[src/rtl/key_sw_io_device_pkg.sv]
// Shared I/O address map and control-register layout for memory-mapped devices.
// Used by the processor top and every device responder on the data bus.
package key_sw_io_device_pkg;

  localparam int DBITS = 32;

  localparam logic [DBITS-1:0] ADDRHEX   = 32'hF000_0000;
  localparam logic [DBITS-1:0] ADDRLEDR  = 32'hF000_0004;
  localparam logic [DBITS-1:0] ADDRLEDG  = 32'hF000_0008;
  localparam logic [DBITS-1:0] ADDRKEY   = 32'hF000_0010;
  localparam logic [DBITS-1:0] ADDRSW    = 32'hF000_0014;
  localparam logic [DBITS-1:0] ADDRKCTRL = 32'hF000_0110;
  localparam logic [DBITS-1:0] ADDRSCTRL = 32'hF000_0114;

  localparam int CTRL_READY   = 0;
  localparam int CTRL_OVERRUN = 2;
  localparam int CTRL_IE      = 4;

  typedef struct packed {
    logic ready;
    logic overrun;
    logic ie;
  } dev_status_t;

  function automatic logic [DBITS-1:0] ctrl_word(dev_status_t s);
    logic [DBITS-1:0] w;
    w               = '0;
    w[CTRL_READY]   = s.ready;
    w[CTRL_OVERRUN] = s.overrun;
    w[CTRL_IE]      = s.ie;
    return w;
  endfunction

endpackage

[src/rtl/key_sw_io_device_if.sv]
// Processor data-bus slice seen by a memory-mapped device: the CPU is master,
// the device answers loads combinationally and takes stores at the clock edge.
interface key_sw_io_device_if;
  import key_sw_io_device_pkg::*;

  logic [DBITS-1:0] addr;
  logic [DBITS-1:0] wdata;
  logic             we;
  logic             re;
  logic [DBITS-1:0] rdata;
  logic             hit;

  modport master (output addr, wdata, we, re, input rdata, hit);
  modport slave  (input addr, wdata, we, re, output rdata, hit);

endinterface

[src/rtl/key_sw_io_device_io_debounce.sv]
// Two-flop synchroniser plus stability counter; the stable value updates only
// after DEBCYCLES consistent cycles and a one-cycle change pulse accompanies it.
module io_debounce #(
  parameter int WIDTH     = 4,
  parameter int DEBCYCLES = 100000
) (
  input  logic             clk,
  input  logic             reset,
  input  logic [WIDTH-1:0] din_i,
  output logic [WIDTH-1:0] value_o,
  output logic             change_o
);

  localparam int CW = $clog2(DEBCYCLES);

  logic [WIDTH-1:0] sync1_q, sync2_q, prev_q;
  logic [WIDTH-1:0] stable_q, stable_d;
  logic [CW-1:0]    cnt_q, cnt_d;

  // The pulse is combinational so status registers update on the same edge as
  // the stable value; loading one step early makes the latency exactly 2+DEBCYCLES.
  always_comb begin
    cnt_d    = cnt_q;
    stable_d = stable_q;
    change_o = 1'b0;
    if (sync2_q == stable_q || sync2_q != prev_q) begin
      cnt_d = '0;
    end else if (cnt_q == CW'(DEBCYCLES - 2)) begin
      stable_d = sync2_q;
      cnt_d    = '0;
      change_o = 1'b1;
    end else begin
      cnt_d = cnt_q + CW'(1);
    end
  end

  always_ff @(posedge clk or posedge reset) begin
    if (reset) begin
      sync1_q  <= '0;
      sync2_q  <= '0;
      prev_q   <= '0;
      stable_q <= '0;
      cnt_q    <= '0;
    end else begin
      sync1_q  <= din_i;
      sync2_q  <= sync1_q;
      prev_q   <= sync2_q;
      stable_q <= stable_d;
      cnt_q    <= cnt_d;
    end
  end

  assign value_o = stable_q;

endmodule

[src/rtl/key_sw_io_device.sv]
// KEY/SW bus responder: debounced data registers, sticky Ready/Overrun status,
// per-device interrupt enable and one registered level interrupt request.
module key_sw_io_device
  import key_sw_io_device_pkg::*;
#(
  parameter int DEBCYCLES = 100000
) (
  input  logic                clk,
  input  logic                reset,
  input  logic [3:0]          KEY,
  input  logic [9:0]          SW,
  key_sw_io_device_if.slave   bus,
  output logic                irq
);

  logic [3:0]       key_val;
  logic [9:0]       sw_val;
  logic [1:0]       ev;
  logic [1:0]       irq_src;
  logic [DBITS-1:0] ctrl_rd [2];
  logic             irq_q;
  logic             wdata_unused;

  // Buttons are active-low; invert so a pressed key reads as 1.
  io_debounce #(.WIDTH(4), .DEBCYCLES(DEBCYCLES)) u_key_deb (
    .clk(clk), .reset(reset), .din_i(~KEY), .value_o(key_val), .change_o(ev[0])
  );

  io_debounce #(.WIDTH(10), .DEBCYCLES(DEBCYCLES)) u_sw_deb (
    .clk(clk), .reset(reset), .din_i(SW), .value_o(sw_val), .change_o(ev[1])
  );

  genvar gi;
  generate
    for (gi = 0; gi < 2; gi++) begin : g_dev
      localparam logic [DBITS-1:0] DATA_ADDR = (gi == 0) ? ADDRKEY : ADDRSW;
      localparam logic [DBITS-1:0] CTRL_ADDR = (gi == 0) ? ADDRKCTRL : ADDRSCTRL;

      dev_status_t st_q, st_d;
      logic        data_ld, ctrl_st;

      assign data_ld = bus.re && (bus.addr == DATA_ADDR);
      assign ctrl_st = bus.we && (bus.addr == CTRL_ADDR);

      // A fresh event outranks both a data load and a software Overrun clear.
      always_comb begin
        st_d = st_q;
        if (ev[gi]) begin
          st_d.ready = 1'b1;
        end else if (data_ld) begin
          st_d.ready = 1'b0;
        end
        if (ctrl_st) begin
          st_d.ie = bus.wdata[CTRL_IE];
          if (!bus.wdata[CTRL_OVERRUN]) begin
            st_d.overrun = 1'b0;
          end
        end
        if (ev[gi] && st_q.ready && !data_ld) begin
          st_d.overrun = 1'b1;
        end
      end

      always_ff @(posedge clk or posedge reset) begin
        if (reset) begin
          st_q <= '0;
        end else begin
          st_q <= st_d;
        end
      end

      assign irq_src[gi] = st_q.ready & st_q.ie;
      assign ctrl_rd[gi] = ctrl_word(st_q);
    end
  endgenerate

  always_comb begin
    bus.rdata = '0;
    bus.hit   = 1'b1;
    case (bus.addr)
      ADDRKEY:   bus.rdata = {{(DBITS-4){1'b0}}, key_val};
      ADDRSW:    bus.rdata = {{(DBITS-10){1'b0}}, sw_val};
      ADDRKCTRL: bus.rdata = ctrl_rd[0];
      ADDRSCTRL: bus.rdata = ctrl_rd[1];
      default:   bus.hit   = 1'b0;
    endcase
  end

  always_ff @(posedge clk or posedge reset) begin
    if (reset) begin
      irq_q <= 1'b0;
    end else begin
      irq_q <= |irq_src;
    end
  end

  assign irq = irq_q;
  assign wdata_unused = ^{bus.wdata[DBITS-1:5], bus.wdata[3], bus.wdata[1:0]};

endmodule

[src/flat_wrapper.sv]
// flat-port wrapper written by rule: the top's interface ports become plain ports
module key_sw_io_device_flat import key_sw_io_device_pkg::*;
#(
  parameter int DEBCYCLES = 100000
)
  (clk, reset, KEY, SW, irq, bus_addr, bus_wdata, bus_we, bus_re, bus_rdata, bus_hit);
  key_sw_io_device_if bus_i ();
  input  logic clk;
  input  logic reset;
  input  logic [3:0] KEY;
  input  logic [9:0] SW;
  output logic irq;
  input wire logic [$bits(bus_i.addr)-1:0] bus_addr;
  input wire logic [$bits(bus_i.wdata)-1:0] bus_wdata;
  input wire logic [$bits(bus_i.we)-1:0] bus_we;
  input wire logic [$bits(bus_i.re)-1:0] bus_re;
  output wire logic [$bits(bus_i.rdata)-1:0] bus_rdata;
  output wire logic [$bits(bus_i.hit)-1:0] bus_hit;
  assign bus_i.addr = bus_addr;
  assign bus_i.wdata = bus_wdata;
  assign bus_i.we = bus_we;
  assign bus_i.re = bus_re;
  assign bus_rdata = bus_i.rdata;
  assign bus_hit = bus_i.hit;
  key_sw_io_device #(.DEBCYCLES(DEBCYCLES)) u_core (.clk(clk), .reset(reset), .KEY(KEY), .SW(SW), .bus(bus_i), .irq(irq));
endmodule
[config.mk]
export PLATFORM = sky130hd
export DESIGN_NAME = key_sw_io_device_flat
export DESIGN_NICKNAME = d
export VERILOG_FILES = /design/src/rtl/key_sw_io_device_pkg.sv /design/src/rtl/key_sw_io_device_if.sv /design/src/rtl/key_sw_io_device_io_debounce.sv /design/src/rtl/key_sw_io_device.sv /design/src/flat_wrapper.sv
export SDC_FILE = /design/constraint.sdc
export NUM_CORES = 1
export LEC_CHECK = 0
export ABC_CLOCK_PERIOD_IN_PS = 5350
export CORE_MARGIN = 1
export CORE_UTILIZATION = 54
export CTS_BUF_LIST = sky130_fd_sc_hd__clkbuf_2 sky130_fd_sc_hd__clkbuf_4 sky130_fd_sc_hd__clkbuf_8
export CTS_CLUSTER_DIAMETER = 30
export DETAILED_ROUTE_END_ITERATION = 16
export PLACE_DENSITY = 0.95
export SLEW_MARGIN = 20
export SYNTH_ARGS = -nofsm -noshare
export SYNTH_HDL_FRONTEND = slang
export SYNTH_SLANG_ARGS = --single-unit
export TNS_END_PERCENT = 30
[constraint.sdc]
create_clock -name clk -period 5.35 [get_ports clk]
set_input_delay 1.07 -clock clk [delete_from_list [all_inputs] [get_ports clk]]
set_output_delay 1.07 -clock clk [all_outputs]
set_load 0.02 [all_outputs]
==> flow_summary.toml <==
[worst_setup_path]
critical_path.most_common_cell = "clkdlybuf4s50_1"
reg2reg_to = "u_core.u_sw_deb.value_o[6]"
arrival_ps = 3390
path_cells = "clkdlybuf4s50_1 > nor4b_1 > nand2_1 > or3_4 > nor2_1 > and3_1 > clkdlybuf4s50_1"
cp_max_fo = 13
rrSetupSlack_ps = 3130
cpPeakStageDelay_ps = 610
required_ps = 4280
end_kind = "output port"
worst-path-buf-inv = 2
crit_family = "simple AND/OR/NAND/NOR gates"
worstSetupPathType = "in2out"
worstReg2RegStart = "u_core.u_sw_deb.cnt_q[5]"
crit_slowest_cell = "clkdlybuf4s50_1"
reg2reg_depth = 5
cp-start-kind = "input pin"

[clocking]
clockBufferDepth = 2
cts_resized = 0
clk_latency_ps = 360
cts_tree = "done"
clockRootBuffer = "clkbuf_8"
cts.clk_slew.worst_paths_ps = 90
cts_inserted_buffers = 9
postCtsSetupBuffers = 0
h-tree-depth = 3
hold_buffers = 0
cts_num_sinks = 97

[synth]
synth_xor_area_share_pct = 11.8
syn_inst = 369
avgSynthCellArea_um2 = 11.7
ys_ff_latch = 97
yosys_warnings = 0
synth_area_mm2 = 0.00431
synth_edf_count = 0
muxShareOfSynthArea_pct = 6.30
synth_simple_gate_area_share_pct = 16.5
synth_cell_types = 41
synth-main-ff-cell = "dfrtp_1"
ys_seq_area_share_pct = 56.4
synth_fa_ha_area_share_pct = 1.16
synthArstFlopShare_pct = 100
synth-compound-area-share_pct = 1.69
synth_top_family_by_area = "simple AND/OR/NAND/NOR gates"

[cells_and_area]
synthToLayoutAreaGrowth_pct = 18.8
drive_gt1_share_pct = 9.77
layout.cells.non_filler = 542
nets = 521
antenna_cells = 0
layout_common_cells = "dfrtp_1, clkdlybuf4s50_1, nor2_1"
final_common_cell = "dfrtp_1"

[timing]
fin_skew_ps = 13.6
period_share_pct = 83.3
rsz0062_at_grt = "no"
tns_ps = 0
setup_ws_ps = 895
setup_viol = 0
fin_crit_ps = 4460
slew_violations = 0
worst_pin_slew_ps = 817
hold_viol_final = 0
fmax_mhz = 224
relSlewSlack_pct = 45.6

[routing]
via_count = 2901
drtIter0Drc = 126
drc = 0
viasPerCell = 5.35
wire_per_inst_um = 15.7
first_pass_iters = 4
wl_um = 8500
drtAntennaViolNets = 0

[grt]
grt_max_degree = 71
grt_pass1_wl_um = 14400
grt_pass1_vias = 3009
overflow = 0
grt_antenna_before_repair = 0
grt_usage_pct = 22.6

[power_and_ir_drop]
p_leak_uw = 0.00218
ir_worst_vdd_v = 0.000115
power.total_uw = 1280
power_density_mw_per_mm2 = 250

[floorplanning]
initial_core_util_pct = 55.7
chipHeight_um = 91.3
die_area_mm2 = 0.00834
ioPinCount = 116
core_mm2 = 0.00773
dieWidth_um = 91.3
std_cell_rows = 32

[place]
dp_slack_ps = 885
dp.cells = 526
hpwl_um = 6050
place.gp.congestion = 0.850
portBuffers = 63

[run_status]
status = "complete, no violations"

[flow_run]
max_cap_viol_count = 0

[min_path]
min_to = "u_core.u_sw_deb.sync2_q[5]"
hold_class = "reg2reg"
hp-start = "u_core.u_sw_deb.sync1_q[5]"
hold_depth = 0
==> worst register-to-register path, stage by stage, from the launching register on <==
cell and delay [ps]:
dfrtp_1 450, nor4b_1 510, nand3b_1 150, nor2_1 130, nand3_1 420, mux2_2 440
==> per-layer routing <==
layer	global-route usage, %	part of all wire [%]
met5	0	0
met4	10.8	3.1
met3	5.36	5.6
met2	38.8	51
met1	26.8	40
==> flip-flops by register name, indices dropped and copies added (netlist names), 6 cells and up <==
register and flops:
u_core.u_key_deb.cnt_q 17, u_core.u_sw_deb.sync1_q 10, u_core.u_sw_deb.sync2_q 10, u_core.ctrl_rd 6
u_core.u_sw_deb.cnt_q 17, u_core.u_sw_deb.prev_q 10, u_core.u_sw_deb.value_o 10
==> worst max path at each step <==
| stage | from | end | cells past startpoint |
|---|---|---|---|
| 2_1_floorplan | reset | u_core.ctrl_rd[0] | 1 |
| 3_3_place_gp | bus_addr[0] | bus_rdata[7] | 7 |
| 3_5_place_dp | bus_addr[31] | bus_rdata[6] | 7 |
| 4_1_cts | bus_addr[0] | bus_rdata[6] | 7 |
| 5_1_grt | bus_addr[11] | bus_rdata[5] | 7 |
| 6_report | bus_addr[0] | bus_rdata[6] | 7 |
==> through the flow <==
stage	util, %	hold slack [ps]	area, µm²
2_1_floorplan	-	331	4390
3_3_place_gp	63.9	333	4940
3_5_place_dp	63.9	336	4940
4_1_cts	66.2	356	5120
5_1_grt	66.2	360	5120
6_report	66.2	350	5120
==> where the power goes <==
| part | leakage, µW | internal, µW | switching, µW | total [µW] |
|---|---|---|---|---|
| clock | 0.0000887 | 182 | 242 | 424 |
| combinational | 0.000849 | 46.8 | 47.1 | 93.9 |
| sequential | 0.00125 | 749 | 12.9 | 762 |
==> cell type report <==
class                   instances  area (µm²)
multi-input cells             251        1700
clock buffers                  10         138
repair buffers                 64         638
well taps                     102         128
fillers                       538        2610
inverters                      12        47.5
flip-flops and latches         97        2430
clock inverters                 6        42.5
==> cells in the mapped netlist, drive strengths merged (5+ instances only) <==
master / count / area (µm²)
and3: 11 / 68.8
buf: 27 / 205
nor4: 8 / 65.1
nand2: 15 / 58.8
mux2: 17 / 206
nor2: 49 / 184
nand4: 13 / 81.3
nand3: 22 / 115
inv: 12 / 45.0
xnor2: 31 / 272
xor2: 27 / 236
nor4b: 5 / 43.8
dfrtp: 97 / 2430
==> cell families after synthesis <==
group                    Yosys count
XOR/XNOR                          58
flip-flops                        97
adder cells (fa/ha/maj)            4
multiplexers                      21
AO/OA/AOI/OAI                      9
buffers and inverters             42
AND/OR/NAND/NOR                  137
other                              1
(Power assumes the default switching activity.)
==> variant, RTL diff (same settings) <==
`DEBCYCLES` is set to 100000 in 3 places; all go to 50000.
--- a/src/rtl/key_sw_io_device_io_debounce.sv
+++ b/src/rtl/key_sw_io_device_io_debounce.sv
@@ -2,7 +2,7 @@
 // after DEBCYCLES consistent cycles and a one-cycle change pulse accompanies it.
 module io_debounce #(
   parameter int WIDTH     = 4,
-  parameter int DEBCYCLES = 100000
+  parameter int DEBCYCLES = 50000
 ) (
   input  logic             clk,
   input  logic             reset,
--- a/src/rtl/key_sw_io_device.sv
+++ b/src/rtl/key_sw_io_device.sv
@@ -3,7 +3,7 @@
 module key_sw_io_device
   import key_sw_io_device_pkg::*;
 #(
-  parameter int DEBCYCLES = 100000
+  parameter int DEBCYCLES = 50000
 ) (
   input  logic                clk,
   input  logic                reset,
--- a/src/flat_wrapper.sv
+++ b/src/flat_wrapper.sv
@@ -1,7 +1,7 @@
 // flat-port wrapper written by rule: the top's interface ports become plain ports
 module key_sw_io_device_flat import key_sw_io_device_pkg::*;
 #(
-  parameter int DEBCYCLES = 100000
+  parameter int DEBCYCLES = 50000
 )
   (clk, reset, KEY, SW, irq, bus_addr, bus_wdata, bus_we, bus_re, bus_rdata, bus_hit);
   key_sw_io_device_if bus_i ();
Behaviour: no difference found for any inputs over 10 cycles, from zero or initial values and one cycle with reset high; that may be too few to reach the edited logic, so the function may still have changed.
==> variant against the unedited design <==
- synthesized area shrank 2.8%
- count of clock-buffer cells in the layout shrank 1
- fmax is essentially flat
- routed wire length shrank 0.76%
- setup slack lost 0.0028 ns
- design area shrank 1.7%
- die area shrank 2.8%
- sequential cell count shrank 2
- combinational power shrank 2%
- power grew 1.5%
- largest power group unchanged
- highest routed layer unchanged
==> variant: results (changes against the unedited design) <==
clock root buffer clkbuf_8; R2R Setup Slk 2.64 ns (-0.49 ns); Post-DP Area 0.00483 mm2 (-2.1%); Starting DRT DRC Count 262 (+110%); status finished, final reports clean; Max VDD drop 0.258 mV (+120%); Hold WS 0.354 ns (+0.00389 ns); Post-synth ARST share 100% (unchanged); Cell variety after synth 40 (-2.4%); fill cell instance count of the final layout 500 (-7.1%); diode count 0 (unchanged); vias in the first global route 3016 (+0.23%); Primary FF master, synth dfrtp_1; post-synthesis compound-gate area fraction 1.73% (+0.049 points); 1st-pass router iterations 4 (unchanged); Worst Max-Slew Pin Slew 0.874 ns (+0.0579 ns); Max Fclk 224 MHz (about the same); top flop regs u_core.u_key_deb.cnt_q: 16 flops, u_core.u_sw_deb.cnt_q: 16 flops; vias 2891 (-0.34%); Critical Path Fanout Max 11 (-2); Leak Pwr 0.00214 uW (-2.0%); sequential cell area fraction in the yosys report 56.8% (+0.44 points); final wirelength 8.44 mm (-0.76%); Clock Skew 0.00805 ns (-0.00558 ns); XOR/XNOR Fraction of Synth Area 11.5% (-0.29 points); layout cell share with drive strength beyond 1 9.49% (-0.28 points); commonest cells in the netlist dfrtp_1, nor2_1, xnor2_1; cells taking the most area after synthesis dfrtp_1, xnor2_1, xor2_1; GR Util All Layers 22.5% (-0.13 points); mux contribution to synthesized area 6.13% (-0.18 points); first-pass GRT wire length 14.2 mm (-1.4%); largest net degree at the start of global routing 62 (-13%); Final nets 513 (-1.5%); worst-case reg-to-reg path depth 4 (-1); Switching Fraction 23.4% (-0.20 points); Final HPWL DP 5.96 mm (-1.4%); DP Worst Slack 0.909 ns (+0.0236 ns); routability cong. 0.773 (-9.0%); Synth Area in Adders 1.20% (+0.034 points)
## variant: changes by cell type after synthesis, moves of 3 or more
cell     change
nand3_1      -6
nand4_1      -5
nor2_1       -5
nor3_1       +5
mux2_2       +4
mux2_4       -4
and3_1       -3
or4_1        +3
## variant: cells by family (layout without fill, tap and decap cells)
group / after synthesis / after routing
and+or+nand+nor: 131 / 131
muxes: 21 / 21
AOI/OAI and AO/OA: 11 / 11
adders and majority gates: 4 / 4
DFF: 95 / 95
xor gates and xnor gates: 55 / 55
buffers and inverters: 42 / 93
other: 1 / 22
## variant: path summary, 6_finish.rpt
path                                                    end                        from
worst max-delay path                           bus_rdata[2]                 bus_addr[9]
worst min-delay path             u_core.u_sw_deb.sync2_q[4]  u_core.u_sw_deb.sync1_q[4]
worst max register to register   u_core.u_sw_deb.value_o[1]   u_core.u_sw_deb.cnt_q[12]
worst min register to register   u_core.u_sw_deb.sync2_q[4]  u_core.u_sw_deb.sync1_q[4]
max in group asynchronous                 u_core.ctrl_rd[4]                       reset
min in group asynchronous       u_core.u_key_deb.sync1_q[0]                       reset
## variant: metal layers
layer	vias up	global-route usage, %	routed length [um]
met2	143	38.5	4250
met4	0	11.0	249
met5	-	0	0
met1	1413	27.0	3290
met3	21	4.57	643
li1	1314	-	-
## variant: power by group through the flow
| stage | logic [uW] | clock network [uW] | registers (uW) |
|---|---|---|---|
| after global routing | 102 | 498 | 748 |
| after detailed placement | 92.6 | 0 | 760 |
| after floorplan | 58.2 | 0 | 757 |
| after CTS | 93.2 | 471 | 746 |
| final | 92.4 | 461 | 746 |
| after global placement | 89.3 | 0 | 759 |
## variant: critical path, stage by stage
cell	delay, ns
clkdlybuf4s50_1	0.41
nor4b_1	0.33
nand4_1	0.15
or2_2	0.44
inv_1	0.19
and2_1	0.19
clkdlybuf4s50_1	0.61
## variant: layout make-up
type / count / area (um2) / share of cell area, %
flip-flops and latches: 95 / 2380 / 47.3
multi-input cells: 244 / 1640 / 32.6
repair buffers: 64 / 638 / 12.7
clock buffers: 9 / 124 / 2.46
well taps: 99 / 124 / 2.46
clock inverters: 7 / 73.8 / 1.47
inverters: 13 / 51.3 / 1.02
## variant: metrics by stage
step                      cells  total power [uW]
after floorplan             381               815
after global placement      515               848
after detailed placement    515               853
after CTS                   531              1310
after global routing        531              1350
final                       531              1300
